## src/rtl/pc_sequencer_pkg.sv

```systemverilog
// Shared op-class and state encodings for the program-counter sequencer and its decoder.
// Also holds the active_edge selector values.
package pc_sequencer_pkg;

  localparam logic POS_EDGE = 1'b1;
  localparam logic NEG_EDGE = 1'b0;

  typedef enum logic [2:0] {
    OP_NOP  = 3'd0,
    OP_JMP  = 3'd1,
    OP_BRZ  = 3'd2,
    OP_CALL = 3'd3,
    OP_RTRN = 3'd4,
    OP_HALT = 3'd5
  } op_e;

  typedef enum logic [1:0] {
    ST_RUN      = 2'd0,
    ST_RET_WAIT = 2'd1,
    ST_HALT     = 2'd2
  } state_e;

endpackage

```

## src/rtl/pc_sequencer_stack_depth_counter.sv

```systemverilog
// Saturating up/down counter mirroring the instruction stack occupancy (0..2^addr_width).
// Only exists when PC_STACK_GUARD_EN is defined.
`ifdef PC_STACK_GUARD_EN
module stack_depth_counter #(
  parameter int addr_width = 4
) (
  input  logic clk,
  input  logic rst,
  input  logic inc_i,
  input  logic dec_i,
  output logic full_o,
  output logic empty_o
);

  localparam int unsigned DEPTH_MAX = 1 << addr_width;
  localparam logic [addr_width:0] DEPTH_ONE = {{addr_width{1'b0}}, 1'b1};

  logic [addr_width:0] depth_q;

  always_ff @(posedge clk) begin
    if (rst) begin
      depth_q <= '0;
    end else if (inc_i && !dec_i && !full_o) begin
      depth_q <= depth_q + DEPTH_ONE;
    end else if (dec_i && !inc_i && !empty_o) begin
      depth_q <= depth_q - DEPTH_ONE;
    end
  end

  assign full_o  = (depth_q == DEPTH_MAX[addr_width:0]);
  assign empty_o = (depth_q == '0);

endmodule
`endif

```

## src/rtl/pc_sequencer.sv

```systemverilog
// Program-counter sequencer: owns the PC, decodes control-flow ops, drives call/rtrn into the stack.
// Optional stack depth guard (overflow/underflow -> HALT) enabled by defining PC_STACK_GUARD_EN.
module pc_sequencer
  import pc_sequencer_pkg::*;
#(
  parameter int   addr_width  = 4,
  parameter int   data_width  = 16,
  parameter logic active_edge = POS_EDGE
) (
  input  logic                  clk,
  input  logic                  rst,
  input  logic [2:0]            i_op,
  input  logic [data_width-1:0] i_target,
  input  logic                  i_cond,
  input  logic                  i_stall,
  input  logic [data_width-1:0] i_Stack,
  output logic [data_width-1:0] o_PC,
  output logic [data_width-1:0] o_Stack_PC,
  output logic                  o_call,
  output logic                  o_rtrn,
  output logic                  o_halted,
  output logic                  o_ovf,
  output logic                  o_unf
);

  localparam logic [data_width-1:0] PC_INC = {{(data_width-1){1'b0}}, 1'b1};

  logic                  clk_int;
  state_e                state_q;
  logic [data_width-1:0] pc_q;
  logic                  halted_q;
  logic                  ovf_q;
  logic                  unf_q;
  logic                  stk_full;
  logic                  stk_empty;
  logic                  run_go;
  logic                  call_req;
  logic                  rtrn_req;

  // All state moves on the selected edge; the stack must be clocked the same way.
  assign clk_int = (active_edge == NEG_EDGE) ? ~clk : clk;

  assign run_go   = (state_q == ST_RUN) && !i_stall && !rst;
  assign call_req = run_go && (i_op == OP_CALL);
  assign rtrn_req = run_go && (i_op == OP_RTRN);
  assign o_call   = call_req && !stk_full;
  assign o_rtrn   = rtrn_req && !stk_empty;

`ifdef PC_STACK_GUARD_EN
  stack_depth_counter #(
    .addr_width(addr_width)
  ) u_depth (
    .clk    (clk_int),
    .rst    (rst),
    .inc_i  (o_call),
    .dec_i  (o_rtrn),
    .full_o (stk_full),
    .empty_o(stk_empty)
  );
`else
  assign stk_full  = 1'b0;
  assign stk_empty = 1'b0;
`endif

  always_ff @(posedge clk_int) begin
    if (rst) begin
      state_q  <= ST_RUN;
      pc_q     <= '0;
      halted_q <= 1'b0;
      ovf_q    <= 1'b0;
      unf_q    <= 1'b0;
    end else begin
      case (state_q)
        ST_RUN: begin
          if (!i_stall) begin
            case (i_op)
              OP_JMP:  pc_q <= i_target;
              OP_BRZ:  pc_q <= i_cond ? i_target : pc_q + PC_INC;
              OP_CALL: begin
                if (stk_full) begin
                  ovf_q    <= 1'b1;
                  state_q  <= ST_HALT;
                  halted_q <= 1'b1;
                end else begin
                  pc_q <= i_target;
                end
              end
              OP_RTRN: begin
                if (stk_empty) begin
                  unf_q    <= 1'b1;
                  state_q  <= ST_HALT;
                  halted_q <= 1'b1;
                end else begin
                  state_q <= ST_RET_WAIT;
                end
              end
              OP_HALT: begin
                state_q  <= ST_HALT;
                halted_q <= 1'b1;
              end
              default: pc_q <= pc_q + PC_INC;
            endcase
          end
        end
        // Stack output is valid one cycle after the pop; op and stall are ignored here.
        ST_RET_WAIT: begin
          pc_q    <= i_Stack;
          state_q <= ST_RUN;
        end
        default: begin
          state_q  <= ST_HALT;
          halted_q <= 1'b1;
        end
      endcase
    end
  end

  assign o_PC       = pc_q;
  assign o_Stack_PC = pc_q;
  assign o_halted   = halted_q;
  assign o_ovf      = ovf_q;
  assign o_unf      = unf_q;

endmodule
```

## config.mk

```make
export PLATFORM = sky130hd
export DESIGN_NAME = pc_sequencer
export DESIGN_NICKNAME = d
export VERILOG_FILES = /design/src/rtl/pc_sequencer_pkg.sv /design/src/rtl/pc_sequencer_stack_depth_counter.sv /design/src/rtl/pc_sequencer.sv
export SDC_FILE = /design/constraint.sdc
export NUM_CORES = 1
export LEC_CHECK = 0
export BUFFER_PORTS_ARGS = -buffer_cell sky130_fd_sc_hd__buf_2
export CORE_MARGIN = 8
export CORE_UTILIZATION = 40
export DETAILED_ROUTE_END_ITERATION = 8
export PLACE_DENSITY = 0.73
export SYNTH_ARGS = -nofsm -noshare
export SYNTH_HDL_FRONTEND = slang
export SYNTH_SLANG_ARGS = --single-unit
```

## constraint.sdc

```tcl
create_clock -name clk -period 1.69 [get_ports clk]
set_input_delay 0.169 -clock clk [delete_from_list [all_inputs] [get_ports clk]]
set_output_delay 0.169 -clock clk [all_outputs]
set_load 0.05 [all_outputs]
```

==> results.cfg, run 1 <==
[grt]
wire_length_of_the_first_global_routing_pass_mm = 7.96
gr-usage-all-layers_pct = 15.7
first_global_vias = 1717
antenna_found_initial = 0
overflow_left_after_global_routing = 0
grt_start_max_net_pins = 20

[power]
power.density_cell_area_nw_per_um2 = 723
totalPowerFinal_mw = 1.41
leakage_nw = 0.855
power.ir.vdd_worst_mv = 0.324

[logic_synthesis]
yosys.area.top_type = dfxtp_1
post_synth.cell_area_avg_um2 = 7.46
yosysWarningCount = 0
postSynth.topFlopCell = dfxtp_1
synth_area_leaders = dfxtp_1 26%, buf_4 9.6%, a21oi_1 7.4%
synthesis.area_um2 = 1490
synth_enable_flop_cells = 0
netlist_instances = 199
yosys.cell_types.count = 51
ys_seq_area_share_pct = 25.6
synth-seq-cells = 19
synth_top_area_share_pct = 25.6
ys_async_sr_fraction_pct = 0

[route]
vias = 1657
viasPerCell = 5.42
drt_first_pass_iters = 4
finalWirelength_mm = 4.73
wl_per_cell_um = 15.4
remaining_drc_errors = 0
drt_iter0_drc = 64
postRouteAntennaNets = 0

[critical_path]
crit_path_start_kind = flip-flop
r2r_cells = 5
timing.reg2reg.setup_slack_ns = 0.11
worstReg2RegStart = o_PC[5]
critPathCaptureType = output pin
critPathRequiredTime_ns = 1.52
worst_setup_path_startpoint = state_q[1]
crit_end = o_rtrn
crit_arrival_ns = 1.48
worstReg2RegEnd = o_PC[15]
critPathMaxFanout = 3
critical_path_class = flip-flop to output pin

[timing]
worst_setup_slack_final_ns = 0.0458
final-max-slew-violation-count = 0
totalNegativeSetupSlack_ns = 0
hold_viol = 0
fin_worst_hold_slack_ns = 0.176
max_freq_ghz = 0.608
timing.final.setup_violations = 0
unrepaired_setup_endpoints_after_global_routing = true
min_period_ns = 1.64
final_min_period_over_clock_period_pct = 97.3
post_route_skew_ns = 0.00247

[layout]
layout-drive-gt1-share_pct = 45.0
antennaDiodeCount = 0
finalCoreUtilization_pct = 54.1
instances_no_fill = 306
final_cell_area_um2 = 1950
area.growth.synth_to_final_pct = 31.4
num-nets-final = 299

[clock_network]
tritoncts = built
cts.reportedPaths.clkPinSlew_ns = 0.07
h-tree-depth = 1
clock_sinks = 19
tritoncts.num_buffers = 3
clock_path_buffers = 2
clk_root_buffer_cell = clkbuf_8
clock_latency_ns = 0.25

[place]
detailedPlace.worstSlack_ns = 0.0971
gp_weighted_congestion = 0.806
dp_hpwl_mm = 3.70
port_buffers = 73
dpl_cell_area_um2 = 1880
placed_cells = 302

[die]
die-width_um = 76.9
io_pins = 76
core_area_um2 = 3610
fp.dieH_um = 76.9
initial_utilization_pct = 41.2
rows = 22
area_of_the_die_um2 = 5920

[flow_run]
drv.max_cap_violation_count = 0

[status]
status = complete, no violations

[hold_path]
hold_path.class = input pin to flip-flop
[synth_stat cells (3+ instances only)]
library cell / count
a21oi_1: 22
buf_4: 19
dfxtp_1: 19
nand2_1: 16
o21ai_0: 16
nor3_1: 11
nor2_1: 10
buf_2: 8
xnor2_1: 7
inv_1: 5
nand3_1: 5
o21ai_1: 5
a31oi_1: 4
a21o_1: 3
clkbuf_1: 3
nor3b_1: 3
[repair_timing]
action | 4_1_cts | 5_1_grt
resized for setup | 4 | 3
endpoints found under the setup margin | 2 | 5
hold buffers | 0 | 0
cloned | 0 | 0
setup buffers | 0 | 0
pin swaps | 2 | 1
[kinds of logic (layout without fill, tap and decap cells)]
group           after synthesis  after routing  synth area share [%]
buf+inv                      35             93                  14.3
xor+xnor                      9              9                  5.31
compound gates               71             71                  30.4
other cells                   1              2                 0.252
fa+ha+maj                     1              1                 0.842
simple gates                 62             62                  22.6
mux                           1              1                 0.674
flops                        19             19                  25.6
[layout make-up]
class	count	area, um2
flip-flops and latches	19	409
inverters	5	18.8
repair buffers	84	485
multi-input cells	146	933
clock buffers	4	45.0
well taps	48	60.1
fillers	378	1650
[report_power, final]
part | internal [mW] | leakage [nW] | switching (mW)
Clock | 0.168 | 0.0228 | 0.156
Sequential | 0.484 | 0.163 | 0.0496
Combinational | 0.169 | 0.669 | 0.386
[registers in the layout (all words and copies together), names as in the netlist]
register / flops
o_PC: 16
state_q: 2
o_halted: 1
[layer usage]
metal / wire [um] / vias up / GRT usage (%)
met3: 278 / 2 / 3.15
met1: 1990 / 773 / 18.0
met2: 2420 / 58 / 28.7
met5: 0 / - / 0
li1: - / 824 / -
met4: 38 / 0 / 4.23
[cell usage in the layout (no fill, tap or decap), types with 2 or more instances in the layout]
cell type | netlist | layout
inv_1 | 5 | 5
a21o_1 | 3 | 3
o21a_1 | 2 | 2
conb_1 | 1 | 2
nand2_1 | 16 | 16
xnor2_1 | 7 | 7
nand4_1 | 2 | 2
nor3_1 | 11 | 9
a31oi_1 | 4 | 4
dfxtp_4 | 0 | 4
clkbuf_8 | 0 | 3
o21ai_0 | 16 | 16
nor3b_1 | 3 | 2
a211oi_1 | 2 | 2
o21ai_1 | 5 | 5
buf_4 | 19 | 9
a31o_1 | 2 | 2
a21oi_1 | 22 | 22
buf_6 | 0 | 2
dfxtp_1 | 19 | 4
nand3_1 | 5 | 5
nand3_2 | 2 | 2
xor2_1 | 2 | 2
dfxtp_2 | 0 | 11
nor4_2 | 2 | 3
buf_12 | 0 | 2
nor2_1 | 10 | 10
buf_2 | 8 | 71
[worst min path at each step]
stage	startpoint	end	depth (start not counted)
global placement	o_halted	o_halted	2
detailed placement	o_halted	o_halted	2
floorplan	i_op[0]	state_q[0]	1
global route	i_op[0]	state_q[0]	2
finish	i_op[0]	state_q[0]	2
CTS	i_op[0]	state_q[0]	2
[worst max-delay path, stage by stage (launching register included)]
cell,delay [ns]
dfxtp_1,0.32
or4_4,0.53
nor3b_4,0.20
buf_6,0.18
Power figures use the tool's default switching activity.
==> run 2: changes to the inputs <==
Settings changed: CELL_PAD_IN_SITES_DETAIL_PLACEMENT set to 1, CELL_PAD_IN_SITES_GLOBAL_PLACEMENT set to 1, CORE_MARGIN 8 to 3, CORE_UTILIZATION 40 to 31, PLACE_DENSITY 0.73 to 0.81.
==> run 2 against run 1 <==
Global-route usage increased by 3.4 points. Power increased by 1.7%. Critical endpoint unchanged. Largest power group unchanged. Highest routed layer unchanged. Cell area increased by 1.8%. The run now ends with negative setup slack left. Critical path depth unchanged.
==> results.cfg, run 2 (synthesis gave the netlist of run 1 again) <==
[route]
drt_first_pass_iters = 4
wl_per_cell_um = 16.7
drt_iter0_drc = 97
postRouteAntennaNets = 0
finalWirelength_mm = 5.19
vias = 1685
viasPerCell = 5.42
remaining_drc_errors = 0

[grt]
antenna_found_initial = 0
grt_start_max_net_pins = 20
first_global_vias = 1774
wire_length_of_the_first_global_routing_pass_mm = 8.45
overflow_left_after_global_routing = 0
gr-usage-all-layers_pct = 19.1

[layout]
num-nets-final = 300
layout-drive-gt1-share_pct = 46.3
layout_commonest_cell = buf_2
finalCoreUtilization_pct = 44.4
area.growth.synth_to_final_pct = 33.8
antennaDiodeCount = 0
fillers = 577
largest_register_ff_count = 16
final_cell_mix = 71 x buf_2, 22 x a21oi_1, 16 x nand2_1, 16 x o21ai_0

[clock_network]
tritoncts.num_buffers = 3
clock_path_buffers = 2
tritoncts = built
h-tree-depth = 1
clock_sinks = 19
clock_latency_ns = 0.26
holdBufCountCts = 0
clk_root_buffer_cell = clkbuf_8
cts.reportedPaths.clkPinSlew_ns = 0.08

[place]
gp_weighted_congestion = 0.761
dp_hpwl_mm = 4.00
detailedPlace.worstSlack_ns = 0.00656
port_buffers = 73

[timing]
totalNegativeSetupSlack_ns = -0.00785
unrepaired_setup_endpoints_after_global_routing = true
max_freq_ghz = 0.589
final-max-slew-violation-count = 0
post_route_skew_ns = 0.00201
final_min_period_over_clock_period_pct = 100
timing.final.setup_violations = 1
worst_setup_slack_final_ns = -0.00785
min_period_ns = 1.70
worst-slew-pin-transition_ns = 0.496
fin_worst_hold_slack_ns = 0.191
timing.slew.headroom_pct = 66.8
hold_viol = 0

[die]
die-width_um = 75.2
rows = 24
fp.dieH_um = 75.2
initial_utilization_pct = 33.2
core_area_um2 = 4470
io_pins = 76
area_of_the_die_um2 = 5660

[power]
power.density_cell_area_nw_per_um2 = 723
leakage_nw = 0.859
power.ir.vdd_worst_mv = 0.278

[critical_path]
critPathCaptureType = output pin
crit_arrival_ns = 1.53
critPathRequiredTime_ns = 1.52
crit_path_start_kind = flip-flop
critical_path_class = flip-flop to output pin
critPathMaxFanout = 3

[status]
failed_checks = negative setup slack
status = finished with violations

[hold_path]
hold_path.class = input pin to flip-flop

[flow_run]
drv.max_cap_violation_count = 0
==> run 2: worst paths after layout <==
kind                            cells past startpoint        to  slack (ns)  startpoint
worst max register to register                      6  o_PC[10]        0.10     o_PC[0]
worst min-delay path                                3   o_PC[4]        0.19  i_Stack[4]
worst min register to register                      2  o_halted        0.46    o_halted
worst max-delay path                                3    o_rtrn      -0.008  state_q[0]
==> run 2: critical path, stage by stage, from the launching register on <==
cell,delay (ns)
dfxtp_4,0.34
or4_4,0.53
nor3b_4,0.21
buf_6,0.18
==> run 2: what timing repair did <==
item,in CTS,in global routing
setup endpoints to repair,3,8
resized for setup,6,8
buffers inserted,0,1
pin swaps,2,1
gates cloned,0,0
==> run 2: cell type report <==
| type | instances | area, um2 | area share [%] |
|---|---|---|---|
| Inverter | 5 | 18.8 | 0.945 |
| Multi-Input combinational cell | 146 | 965 | 48.6 |
| Clock buffer | 4 | 45.0 | 2.27 |
| Sequential cell | 19 | 413 | 20.8 |
| Tap cell | 52 | 65.1 | 3.27 |
| Timing Repair Buffer | 85 | 480 | 24.2 |
==> run 2: power by group <==
part | leakage (nW) | internal (mW) | switching, mW | total, mW
clock network | 0.0228 | 0.168 | 0.165 | 0.334
registers | 0.164 | 0.483 | 0.0585 | 0.542
logic | 0.673 | 0.170 | 0.391 | 0.560
total | 0.859 | 0.821 | 0.615 | 1.44
==> run 2: through the flow <==
| stage | area, um2 | total power, mW | instances |
|---|---|---|---|
| floorplan | 1540 | 0.975 | 200 |
| global placement | 1870 | 1.09 | 306 |
| detailed placement | 1870 | 1.10 | 306 |
| CTS | 1940 | 1.44 | 310 |
| global route | 1990 | 1.52 | 311 |
| finish | 1990 | 1.44 | 311 |
==> run 2: per-layer routing <==
layer | share of wire, % | GRT usage [%] | vias to the layer above | wire, um
met1 | 44 | 23.9 | 795 | 2270
met3 | 6.7 | 3.87 | 5 | 347
met2 | 49 | 33.1 | 60 | 2530
met4 | 0.81 | 5.63 | 0 | 42
met5 | 0 | 0 | - | 0
li1 | - | - | 825 | -
